--- src/rtl/csr_file.sv ---
// LoongArch CSR file: exception, timer and LL/SC CSRs; updates land at the next clk edge, read port is combinational.
// No backpressure: one write, exception or ERTN is accepted every cycle, with exception > ERTN > write.
module csr_file #(
  parameter logic [31:0] TID_INIT       = 32'h0,
  parameter int          CSR_ADDR_WIDTH = 14
) (
  input  logic                      clk,
  input  logic                      rst,
  input  logic                      csr_write_en,
  input  logic [CSR_ADDR_WIDTH-1:0] csr_write_addr,
  input  logic [31:0]               csr_write_data,
  input  logic [CSR_ADDR_WIDTH-1:0] csr_read_addr,
  output logic [31:0]               csr_read_data,
  input  logic                      is_exception,
  input  logic [31:0]               exception_pc,
  input  logic [31:0]               exception_addr,
  input  logic [5:0]                ecode,
  input  logic [8:0]                esubcode,
  input  logic                      is_ertn,
  input  logic                      is_llw_scw,
  input  logic                      llbit_data,
  input  logic [7:0]                hw_int,
  input  logic                      ipi,
  output logic [31:0]               crmd,
  output logic [31:0]               ecfg,
  output logic [31:0]               estat,
  output logic [31:0]               era,
  output logic [31:0]               eentry,
  output logic                      llbit
);

  localparam logic [CSR_ADDR_WIDTH-1:0] A_CRMD   = CSR_ADDR_WIDTH'('h00);
  localparam logic [CSR_ADDR_WIDTH-1:0] A_PRMD   = CSR_ADDR_WIDTH'('h01);
  localparam logic [CSR_ADDR_WIDTH-1:0] A_ECFG   = CSR_ADDR_WIDTH'('h04);
  localparam logic [CSR_ADDR_WIDTH-1:0] A_ESTAT  = CSR_ADDR_WIDTH'('h05);
  localparam logic [CSR_ADDR_WIDTH-1:0] A_ERA    = CSR_ADDR_WIDTH'('h06);
  localparam logic [CSR_ADDR_WIDTH-1:0] A_BADV   = CSR_ADDR_WIDTH'('h07);
  localparam logic [CSR_ADDR_WIDTH-1:0] A_EENTRY = CSR_ADDR_WIDTH'('h0c);
  localparam logic [CSR_ADDR_WIDTH-1:0] A_SAVE0  = CSR_ADDR_WIDTH'('h30);
  localparam logic [CSR_ADDR_WIDTH-1:0] A_SAVE1  = CSR_ADDR_WIDTH'('h31);
  localparam logic [CSR_ADDR_WIDTH-1:0] A_SAVE2  = CSR_ADDR_WIDTH'('h32);
  localparam logic [CSR_ADDR_WIDTH-1:0] A_SAVE3  = CSR_ADDR_WIDTH'('h33);
  localparam logic [CSR_ADDR_WIDTH-1:0] A_TID    = CSR_ADDR_WIDTH'('h40);
  localparam logic [CSR_ADDR_WIDTH-1:0] A_TCFG   = CSR_ADDR_WIDTH'('h41);
  localparam logic [CSR_ADDR_WIDTH-1:0] A_TVAL   = CSR_ADDR_WIDTH'('h42);
  localparam logic [CSR_ADDR_WIDTH-1:0] A_TICLR  = CSR_ADDR_WIDTH'('h44);
  localparam logic [CSR_ADDR_WIDTH-1:0] A_LLBCTL = CSR_ADDR_WIDTH'('h60);

  logic [8:0]  crmd_q;
  logic [2:0]  prmd_q;
  logic [12:0] ecfg_q;
  logic [1:0]  estat_sw_q;
  logic        estat_ti_q;
  logic [5:0]  estat_ecode_q;
  logic [8:0]  estat_esub_q;
  logic [31:0] era_q;
  logic [31:0] badv_q;
  logic [25:0] eentry_q;
  logic [31:0] save_q [4];
  logic [31:0] tid_q;
  logic [31:0] tcfg_q;
  logic [31:0] tval_q;
  logic        armed_q;
  logic        klo_q;
  logic        llbit_q;

  logic [31:0] wd;
  logic        exc, ertn;
  logic        badv_from_pc, badv_from_addr;
  logic        expire;
  logic        wr_crmd, wr_prmd, wr_ecfg, wr_estat, wr_era, wr_badv, wr_eentry;
  logic        wr_tid, wr_tcfg, wr_ticlr, wr_llbctl;
  logic [3:0]  wr_save;

  assign wd             = csr_write_data;
  assign exc            = is_exception;
  assign ertn           = is_ertn && !is_exception;
  assign badv_from_pc   = exc && (ecode == 6'h8) && (esubcode == 9'h0);
  assign badv_from_addr = exc && ((ecode == 6'h9) || ((ecode == 6'h8) && (esubcode == 9'h1)));
  assign expire         = tcfg_q[0] && armed_q && (tval_q == 32'h0);

  // Writes are dropped only for registers the winning event also modifies.
  assign wr_crmd   = csr_write_en && (csr_write_addr == A_CRMD) && !exc && !ertn;
  assign wr_prmd   = csr_write_en && (csr_write_addr == A_PRMD) && !exc;
  assign wr_ecfg   = csr_write_en && (csr_write_addr == A_ECFG);
  assign wr_estat  = csr_write_en && (csr_write_addr == A_ESTAT) && !exc;
  assign wr_era    = csr_write_en && (csr_write_addr == A_ERA) && !exc;
  assign wr_badv   = csr_write_en && (csr_write_addr == A_BADV) && !badv_from_pc && !badv_from_addr;
  assign wr_eentry = csr_write_en && (csr_write_addr == A_EENTRY);
  assign wr_tid    = csr_write_en && (csr_write_addr == A_TID);
  assign wr_tcfg   = csr_write_en && (csr_write_addr == A_TCFG);
  assign wr_ticlr  = csr_write_en && (csr_write_addr == A_TICLR);
  assign wr_llbctl = csr_write_en && (csr_write_addr == A_LLBCTL) && !ertn;
  assign wr_save[0] = csr_write_en && (csr_write_addr == A_SAVE0);
  assign wr_save[1] = csr_write_en && (csr_write_addr == A_SAVE1);
  assign wr_save[2] = csr_write_en && (csr_write_addr == A_SAVE2);
  assign wr_save[3] = csr_write_en && (csr_write_addr == A_SAVE3);

  always_ff @(posedge clk or posedge rst) begin
    if (rst) begin
      crmd_q        <= 9'h008;
      prmd_q        <= '0;
      ecfg_q        <= '0;
      estat_sw_q    <= '0;
      estat_ti_q    <= 1'b0;
      estat_ecode_q <= '0;
      estat_esub_q  <= '0;
      era_q         <= '0;
      badv_q        <= '0;
      eentry_q      <= '0;
      for (int i = 0; i < 4; i++) save_q[i] <= '0;
      tid_q         <= TID_INIT;
      tcfg_q        <= '0;
      tval_q        <= '0;
      armed_q       <= 1'b0;
      klo_q         <= 1'b0;
      llbit_q       <= 1'b0;
    end else begin
      if (exc) begin
        prmd_q        <= crmd_q[2:0];
        crmd_q[2:0]   <= 3'b000;
        era_q         <= exception_pc;
        estat_ecode_q <= ecode;
        estat_esub_q  <= esubcode;
      end else if (ertn) begin
        crmd_q[2:0] <= prmd_q;
      end
      if (wr_crmd)  crmd_q     <= wd[8:0];
      if (wr_prmd)  prmd_q     <= wd[2:0];
      if (wr_ecfg)  ecfg_q     <= wd[12:0] & 13'h1bff;
      if (wr_estat) estat_sw_q <= wd[1:0];
      if (wr_era)   era_q      <= wd;

      if (badv_from_pc)        badv_q <= exception_pc;
      else if (badv_from_addr) badv_q <= exception_addr;
      else if (wr_badv)        badv_q <= wd;

      if (wr_eentry) eentry_q <= wd[31:6];
      for (int i = 0; i < 4; i++) if (wr_save[i]) save_q[i] <= wd;
      if (wr_tid) tid_q <= wd;

      if (wr_tcfg) begin
        tcfg_q  <= wd;
        tval_q  <= {wd[31:2], 2'b00};
        armed_q <= wd[0];
      end else if (tcfg_q[0] && armed_q) begin
        if (tval_q != 32'h0)  tval_q  <= tval_q - 32'd1;
        else if (tcfg_q[1])   tval_q  <= {tcfg_q[31:2], 2'b00};
        else                  armed_q <= 1'b0;
      end

      if (expire)                  estat_ti_q <= 1'b1;
      else if (wr_ticlr && wd[0])  estat_ti_q <= 1'b0;

      if (ertn)           klo_q <= 1'b0;
      else if (wr_llbctl) klo_q <= wd[2];

      if (wr_llbctl && wd[1])  llbit_q <= 1'b0;
      else if (ertn && !klo_q) llbit_q <= 1'b0;
      else if (is_llw_scw)     llbit_q <= llbit_data;
    end
  end

  assign crmd   = {23'h0, crmd_q};
  assign ecfg   = {19'h0, ecfg_q};
  assign estat  = {1'b0, estat_esub_q, estat_ecode_q, 3'b000, ipi, estat_ti_q, 1'b0, hw_int, estat_sw_q};
  assign era    = era_q;
  assign eentry = {eentry_q, 6'h00};
  assign llbit  = llbit_q;

  always_comb begin
    csr_read_data = 32'h0;
    case (csr_read_addr)
      A_CRMD:   csr_read_data = crmd;
      A_PRMD:   csr_read_data = {29'h0, prmd_q};
      A_ECFG:   csr_read_data = ecfg;
      A_ESTAT:  csr_read_data = estat;
      A_ERA:    csr_read_data = era_q;
      A_BADV:   csr_read_data = badv_q;
      A_EENTRY: csr_read_data = eentry;
      A_SAVE0:  csr_read_data = save_q[0];
      A_SAVE1:  csr_read_data = save_q[1];
      A_SAVE2:  csr_read_data = save_q[2];
      A_SAVE3:  csr_read_data = save_q[3];
      A_TID:    csr_read_data = tid_q;
      A_TCFG:   csr_read_data = tcfg_q;
      A_TVAL:   csr_read_data = tval_q;
      A_LLBCTL: csr_read_data = {29'h0, klo_q, 1'b0, llbit_q};
      default:  csr_read_data = 32'h0;
    endcase
  end

endmodule

--- config.mk ---
export PLATFORM = sky130hd
export DESIGN_NAME = csr_file
export DESIGN_NICKNAME = d
export VERILOG_FILES = /design/src/rtl/csr_file.sv
export SDC_FILE = /design/constraint.sdc
export NUM_CORES = 1
export LEC_CHECK = 0
export BUFFER_PORTS_ARGS = -buffer_cell sky130_fd_sc_hd__buf_2
export CORE_ASPECT_RATIO = 2
export CORE_MARGIN = 1.5
export CORE_UTILIZATION = 51
export DETAILED_ROUTE_END_ITERATION = 10
export PLACE_DENSITY_LB_ADDON = 0.25
export SYNTH_ARGS = -nofsm -noshare
export SYNTH_HDL_FRONTEND = slang
export SYNTH_SLANG_ARGS = --single-unit
--- constraint.sdc ---
create_clock -name clk -period 11.2 [get_ports clk]
set_clock_uncertainty 0.1 [all_clocks]
set_input_delay 0.56 -clock clk [delete_from_list [all_inputs] [get_ports clk]]
set_output_delay 0.56 -clock clk [all_outputs]
set_load 0.02 [all_outputs]
Yosys cells after proc, flatten, opt, wreduce, memory -nomap -nowiden
Index checks and enable logic that the tools add are counted.
{"block": "op_classes", "n_eq_ne": 33, "n_mux": 26, "n_addsub": 1, "n_reduce_logical": 55}
{"cell": "$pmux 32 s15", "count": 1}
{"cell": "$mux 32", "count": 9}
{"cell": "$eq 14x3->1 const B", "count": 8}
{"cell": "$eq 14x6->1 const B", "count": 8}
{"cell": "$eq 14x7->1 const B", "count": 8}
{"cell": "$logic_and 1x1->1", "count": 33}
{"cell": "$logic_not 32->1", "count": 1}
{"cell": "$reduce_bool 32->1", "count": 1}
{"cell": "$sub 32x1->32 const B", "count": 1}
{"cell": "$eq 14x1->1 const B", "count": 2}
{"cell": "$eq 14x4->1 const B", "count": 2}
{"cell": "$logic_not 14->1", "count": 2}
{"cell": "$mux 3", "count": 5}
{"cell": "$eq 6x4->1 const B", "count": 2}
{"cell": "$reduce_bool 3->1", "count": 4}
{"cell": "$mux 1", "count": 11}
{"cell": "$reduce_bool 2->1", "count": 5}
{"cell": "$eq 9x1->1 const B", "count": 1}
{"cell": "$logic_not 9->1", "count": 1}
{"cell": "$logic_not 1->1", "count": 5}
{"cell": "$reduce_and 3->1", "count": 1}
{"cell": "$ne 2x1->1 const B", "count": 1}
{"cell": "$ne 2x2->1 const B", "count": 1}
{"cell": "$reduce_and 2->1", "count": 1}
{"cell": "$logic_or 1x1->1", "count": 1}
{"block": "word_totals", "reg_bits": 359, "wordCells": 136, "inputBits": 155}

Logic depth before layout (Yosys ltp)
Gate-level depths: netlist of the first run.
{"block": "depth", "ltp_word": 9, "depth_mapped": 10}

Worst setup path after synthesis of the first run
Ideal clock, no wire load.
{"block": "synth_path", "kind": "input to output", "start": "input csr_read_addr[0]", "end": "output csr_read_data[10]", "path_slack_ps": 7816, "arrival_time_ps": 2724, "path_stages": 7, "path_cell_list": "clkbuf_1 buf_2 buf_2 buf_1 clkbuf_1 mux2i_1 o21ai_0"}
{"block": "synth_between", "elab_chain_cells": 2}
{"item": "start: declaration", "line": "12", "text": "input logic [CSR_ADDR_WIDTH-1:0] csr_read_addr,"}
{"item": "$eq 14x7->1, or another cell as far along", "line": "173", "text": "case (csr_read_addr)"}
{"item": "$pmux 32 s15 (*)", "line": "173"}
{"item": "end: declaration", "line": "13", "text": "output logic [31:0] csr_read_data,"}
Every way passes the cells marked *; elsewhere a longest branch is shown, timed or not.

Worst setup path in the final report of the first run
{"block": "layout_path", "start": "input csr_read_addr[8]", "end": "output csr_read_data[8]"}
The elaborated chain is that of the path after synthesis.

==> results of run 1 <==
-- Yosys cell counts (all sizes together) (5+ instances only) --
| cell | n |
|---|---|
| buf | 104 |
| mux2i | 118 |
| o22ai | 11 |
| o21ai | 114 |
| nand3 | 45 |
| dfrtp | 358 |
| nor4 | 17 |
| mux4 | 6 |
| nor2 | 52 |
| nor3 | 23 |
| inv | 5 |
| a22oi | 78 |
| or4 | 15 |
| o31ai | 11 |
| o2111ai | 14 |
| a221oi | 10 |
| mux2 | 243 |
| nand4 | 23 |
| a21oi | 22 |
| a222oi | 30 |
| nand2 | 198 |
| xnor2 | 9 |
| nor4b | 7 |
| nor2b | 6 |
| a211oi | 10 |
| and3 | 6 |
| a221o | 14 |
| clkbuf | 105 |
| a22o | 11 |
| or3 | 10 |
-- through the flow --
step	util, %	instance area (um2)
floorplan	-	18900
global placement	55.7	20200
global route	58.8	21300
CTS	58.7	21300
detailed placement	55.7	20200
finish	58.8	21300
-- state kept, by name, indices dropped and copies added (netlist names) --
signal / cells
tid_q: 32
estat_ecode_q: 6
estat_sw_q: 2
estat_esub_q: 9
badv_q: 32
ecfg_q: 12
armed_q: 1
prmd_q: 3
tval_q: 32
eentry_q: 26
crmd_q: 9
klo_q: 1
tcfg_q: 32
save_q: 128
estat_ti_q: 1
llbit: 1
era: 32
-- layer usage --
metal / wire, um / vias up / GRT usage, %
met2: 35200 / 866 / 63.4
li1: - / 6706 / -
met3: 4320 / 252 / 5.45
met4: 6380 / 2 / 29.8
met1: 22200 / 7873 / 36.4
met5: 19 / - / 0
-- final timing paths --
check / end / slack (ps) / depth (start not counted) / start
max reg2reg: tval_q[15]$_DFFE_PP0P_ / 7360 / 6 / tval_q[10]$_DFFE_PP0P_
max: csr_read_data[8] / 6350 / 7 / csr_read_addr[8]
max in group asynchronous: klo_q$_DFFE_PP0P_ / 8950 / 4 / rst
min: crmd_q[5]$_DFFE_PP0P_ / 20 / 2 / rst
min reg2reg: save_q[119]$_DFFE_PP0P_ / 400 / 1 / save_q[119]$_DFFE_PP0P_
min in group clk: era[7]$_DFFE_PP0P_ / 150 / 3 / exception_pc[7]
-- cell families after synthesis --
group	share of synthesized area (%)
xor gates and xnor gates	0.608
buffers and inverters	5.82
adders and majority gates	0.134
muxes	21.6
other	0.0200
DFF	48.0
and+or+nand+nor	11.1
AOI/OAI and AO/OA	12.7
-- final cells by class --
| cell class | count | area [um2] | area share [%] |
|---|---|---|---|
| Antenna cell | 8 | 20.0 | 0.0938 |
| Clock buffer | 48 | 985 | 4.62 |
| Clock inverter | 12 | 129 | 0.604 |
| Inverter | 5 | 26.3 | 0.123 |
| Multi-Input combinational cell | 1205 | 8890 | 41.7 |
| Sequential cell | 359 | 8980 | 42.1 |
| Tap cell | 454 | 568 | 2.66 |
| Timing Repair Buffer | 328 | 1730 | 8.12 |
-- report_power, final --
| group | internal (mW) | switching, mW |
|---|---|---|
| sequential | 1.33 | 0.0260 |
| combinational | 0.0814 | 0.179 |
| clock | 0.665 | 0.515 |
| total | 2.08 | 0.720 |
-- layout by cell type (no fill, tap or decap), types with 15 or more instances in the layout --
cell	count
nand4_1	23
nand3_1	44
a222oi_1	30
nand2_1	198
nor2_1	43
a21oi_1	22
buf_2	292
nor3_1	21
buf_4	36
mux2i_1	118
dfrtp_1	358
o21ai_0	113
nor4_1	15
clkbuf_16	35
a22oi_1	78
conb_1	54
mux2_2	243
==> impl_metrics.ini, run 1 <==
[status]
outcome = complete, no violations

[place]
port_buffers = 293
gp_congestion = 0.955
dpl.hpwl_um = 48900
dp_cells = 2351
post-place-ws_ps = 6550

[setup_path]
cp_slowest_stage_delay_ps = 1190
crit_slowest_cell = nor2_2
path_common_cell = buf_2
critPathCaptureType = output pin
critPathTopFamily = simple AND/OR/NAND/NOR gates
cp_num_buf_inv = 2
critPathLaunchType = primary input
cp.arrival_ps = 4190
required_ps = 10540
worstPathCellList = buf_2 -> nor4_1 -> nand3_1 -> nor2_2 -> a222oi_1 -> o2111ai_1 -> buf_2
crit_type = in -> out
path_max_fanout = 19

[sta]
clock.fmax_mhz = 206
drv_slew = 0
rsz0062_at_grt = false
max_slew_margin_pct = 16.6
holdWs_ps = 22.1
setup_tns_ps = 0
min_period_ps = 4850
finalCritPeriodShare_pct = 43.3
tightest_slew_ps = 1250
setup_ws_ps = 6350
finalHoldViolations = 0
setup_violations = 0

[cts]
cts.htree.levels = 2
post-cts-setup-buffers = 0
clk_latency_ps = 540
clk_path_buf_depth = 3
cts_resized = 0
cts_tree = built
cts_made_buffers = 34
cts.sinks = 359
cts-root-buf = clkbuf_16
cts_hold_buffers = 0
clk_pin_slew_ps = 70

[detailed_routing]
drt_wl_total_um = 68100
num_vias = 15700
via_per_inst = 6.49
drc = 0
dr.pass1.iters = 8
antenna_left = 0
wl_per_cell_um = 28.1
drt_iter0_markers = 1308

[yosys]
yosys_warnings = 0
netlist-cell-type-count = 65
netlist.area_leader.share_pct = 47.9
synth_edf_count = 0
async_flop_share_pct = 100
yosysTopAreaCell = dfrtp_1
ys.flop_type = dfrtp_1
synth_cells = 1725
synthTopCellsByArea = dfrtp_1 (48%), mux2_2 (15%), mux2i_1 (6.3%)
ys_seq_area_share_pct = 48.0
ys_ff_latch = 359
synth_area_per_cell_um2 = 10.9
syn-cell-area_mm2 = 0.0187

[die]
ios = 348
fp.coreArea_mm2 = 0.0363
rows = 99
die_y_um = 274
die_w_um = 138
dieArea_mm2 = 0.0379
start_util_pct = 51.6

[global_route]
antenna_found_initial = 9
first_global_vias = 15900
grt-ovfl-total = 0
grt.total_usage_pct = 35.5
grt_max_degree = 91
grt_pass1_wl_um = 101000

[cells_and_area]
nNetsFinal = 2090
area_delta_synth_final_pct = 14.0
final_cell_count_no_fill = 2419
final.fill_count = 3169
drive_above_1_share_pct = 33.5

[power_and_ir_drop]
p_per_area_mw_per_mm2 = 131
power.leakage_nw = 10.3
max-vdd-ir-drop_mv = 0.116
finalPower_mw = 2.80

[worst_hold_path]
hp-class = in -> async

[flow_run]
cap_violations = 0
No activity file was read; power rests on OpenSTA's default activity.
==> run 2, diff against run 1 <==
--- a/config.mk
+++ b/config.mk
@@ -8,7 +8,7 @@
 export BUFFER_PORTS_ARGS = -buffer_cell sky130_fd_sc_hd__buf_2
 export CORE_ASPECT_RATIO = 2
 export CORE_MARGIN = 1.5
-export CORE_UTILIZATION = 51
+export CORE_UTILIZATION = 56
 export DETAILED_ROUTE_END_ITERATION = 10
 export PLACE_DENSITY_LB_ADDON = 0.25
 export SYNTH_ARGS = -nofsm -noshare
==> constraint.sdc (replaced) <==
create_clock -name clk -period 4.96 [get_ports clk]
set_clock_uncertainty 0.1 [all_clocks]
set_input_delay 0.248 -clock clk [delete_from_list [all_inputs] [get_ports clk]]
set_output_delay 0.248 -clock clk [all_outputs]
set_load 0.02 [all_outputs]
==> run 2 against run 1 <==
Core utilization grew 9.8 points. Combinational power grew to 2.6 times the previous value. Largest power group unchanged. Sequential share of layout area decreased by 2.3 points. Register-to-register slack worse by 5800 ps. Critical path depth up 3. Hold slack improved by 12 ps. Die area is 8.8% lower.
==> impl_metrics.ini, run 2 (synthesis gave the netlist of run 1 again) <==
[cts]
cts.sinks = 359
clk_latency_ps = 590
cts_tree = built
clk_path_buf_depth = 3
cts.htree.levels = 1
cts-root-buf = clkbuf_16
cts_made_buffers = 31
clk_pin_slew_ps = 60

[power_and_ir_drop]
power.internal_mw = 4.77
p_sw_share_pct = 25.2
combPwrFrac_pct = 10.8
max-vdd-ir-drop_mv = 0.317
power.leakage_nw = 10.8
clkPwrFrac_pct = 41.2
p_seq_share_pct = 47.9
p_per_area_mw_per_mm2 = 283
switchingPower_mw = 1.61

[status]
outcome = complete, no violations

[detailed_routing]
num_vias = 16600
antenna_left = 0
via_per_inst = 6.58
drc = 0
dr.pass1.iters = 8
wl_per_cell_um = 27.3
drt_wl_total_um = 68700
drt_iter0_markers = 1531

[die]
die_w_um = 132
dieArea_mm2 = 0.0346
start_util_pct = 56.8
rows = 94
fp.coreArea_mm2 = 0.0329
die_y_um = 262
ios = 348

[setup_path]
rrSetupSlack_ps = 1550
cp_num_buf_inv = 4
cp.arrival_ps = 3520
critPathCaptureType = output pin
crit_type = in -> out
path_max_fanout = 18
r2r-end = tval_q[10]$_DFFE_PP0P_
r2r_start = tval_q[10]$_DFFE_PP0P_
ff2ff_path_depth = 6
required_ps = 4610
worstPathCellList = buf_2 -> nor4_1 -> nand3_1 -> nor3_1 -> buf_4 -> and3_1 -> buf_4 -> a221oi_1 -> o21ai_0 -> buf_2
critPathTopFamily = simple AND/OR/NAND/NOR gates
critPathLaunchType = primary input
cp_slowest_stage_delay_ps = 670
startpoint = csr_read_addr[9]
crit_slowest_cell = nor4_1

[place]
gp_congestion = 0.988
dpl.hpwl_um = 47500
port_buffers = 293
dp_cells = 2336

[cells_and_area]
final_common_cell = dfrtp_1
seqCellArea_mm2 = 0.00898
multi_input_area_mm2 = 0.00889
final.fill_count = 2491
nNetsFinal = 2218
diodes = 0
largest_reg_flops = 128
final_cell_count_no_fill = 2517
area_delta_synth_final_pct = 20.6
drive_above_1_share_pct = 31.5
regMostFlops = save_q
final_cell_mix = dfrtp_1 (358), buf_2 (292), mux2_2 (243)

[worst_hold_path]
hold_depth = 3
min_from = csr_write_data[3]
hp-class = in -> reg
holdPathEnd = tcfg_q[3]$_DFFE_PP0P_

[sta]
setup_violations = 0
min_period_ps = 3860
max_slew_margin_pct = 10.6
drv_slew = 0
holdWs_ps = 34.5
finalCritPeriodShare_pct = 77.9
tightest_slew_ps = 1340
rsz0062_at_grt = false
clock.fmax_mhz = 259
finalHoldViolations = 0

[global_route]
use_met3_pct = 6.02
busiest_layer = met2
grt_pass1_wl_um = 102000
grt_max_degree = 140
first_global_vias = 16900
grt_use_met2_pct = 68.5
grt-ovfl-total = 0
antenna_found_initial = 0
met1_usage_pct = 41.5
grt.total_usage_pct = 39.6

[flow_run]
cap_violations = 0
run 2: power groups by stage:
stage | registers [mW] | logic (mW) | clock network [mW]
2_1_floorplan | 3.14 | 0.329 | 0
3_3_place_gp | 3.11 | 0.578 | 0
3_5_place_dp | 3.11 | 0.587 | 0
4_1_cts | 3.06 | 0.670 | 2.66
5_1_grt | 3.07 | 0.727 | 2.75
6_report | 3.06 | 0.690 | 2.63
run 2: worst min-delay path, stage by stage:
cell and delay, ps:
buf_2 230, nand2_1 120, nand2_1 60
run 2: routing by layer:
layer / vias to the layer above / share of wire [%] / wire length [um]
li1: 6971 / - / -
met1: 8117 / 32 / 22000
met4: 0 / 11 / 7280
met3: 339 / 7.7 / 5300
met5: - / 0 / 0
met2: 1135 / 50 / 34100
run 2: repair_timing:
| action | in CTS | in global routing |
|---|---|---|
| endpoints found under the hold margin | 183 | 0 |
| buffers inserted | 0 | 0 |
| resized for setup | 0 | 0 |
| hold buffers | 124 | 0 |
run 2: layout make-up:
type                    count  area share [%]
flip-flops and latches    359            39.8
multi-input cells        1205            39.4
repair buffers            459            13.5
clock buffers              46            4.00
well taps                 432            2.39
clock inverters            11           0.837
inverters                   5          0.0998
run 2: per-stage QoR:
step / TNS, ps / util (%) / power, mW / worst slack [ps] / instance area, um2
floorplan: -71410 / - / 3.47 / -199 / 18900
global placement: 0 / 61.5 / 3.68 / 1240 / 20200
detailed placement: 0 / 61.5 / 3.70 / 1200 / 20200
CTS: 0 / 68.6 / 6.38 / 1180 / 22600
global route: 0 / 68.6 / 6.55 / 990 / 22600
finish: 0 / 68.6 / 6.38 / 1100 / 22600
run 2: how the worst max path moves through the flow:
stage | slack, ps | cells after the start | end
floorplan | -200 | 1 | armed_q$_DFFE_PP0P_
global placement | 1240 | 10 | csr_read_data[14]
detailed placement | 1200 | 10 | csr_read_data[14]
CTS | 1180 | 10 | csr_read_data[14]
global route | 990 | 10 | csr_read_data[14]
finish | 1100 | 10 | csr_read_data[14]
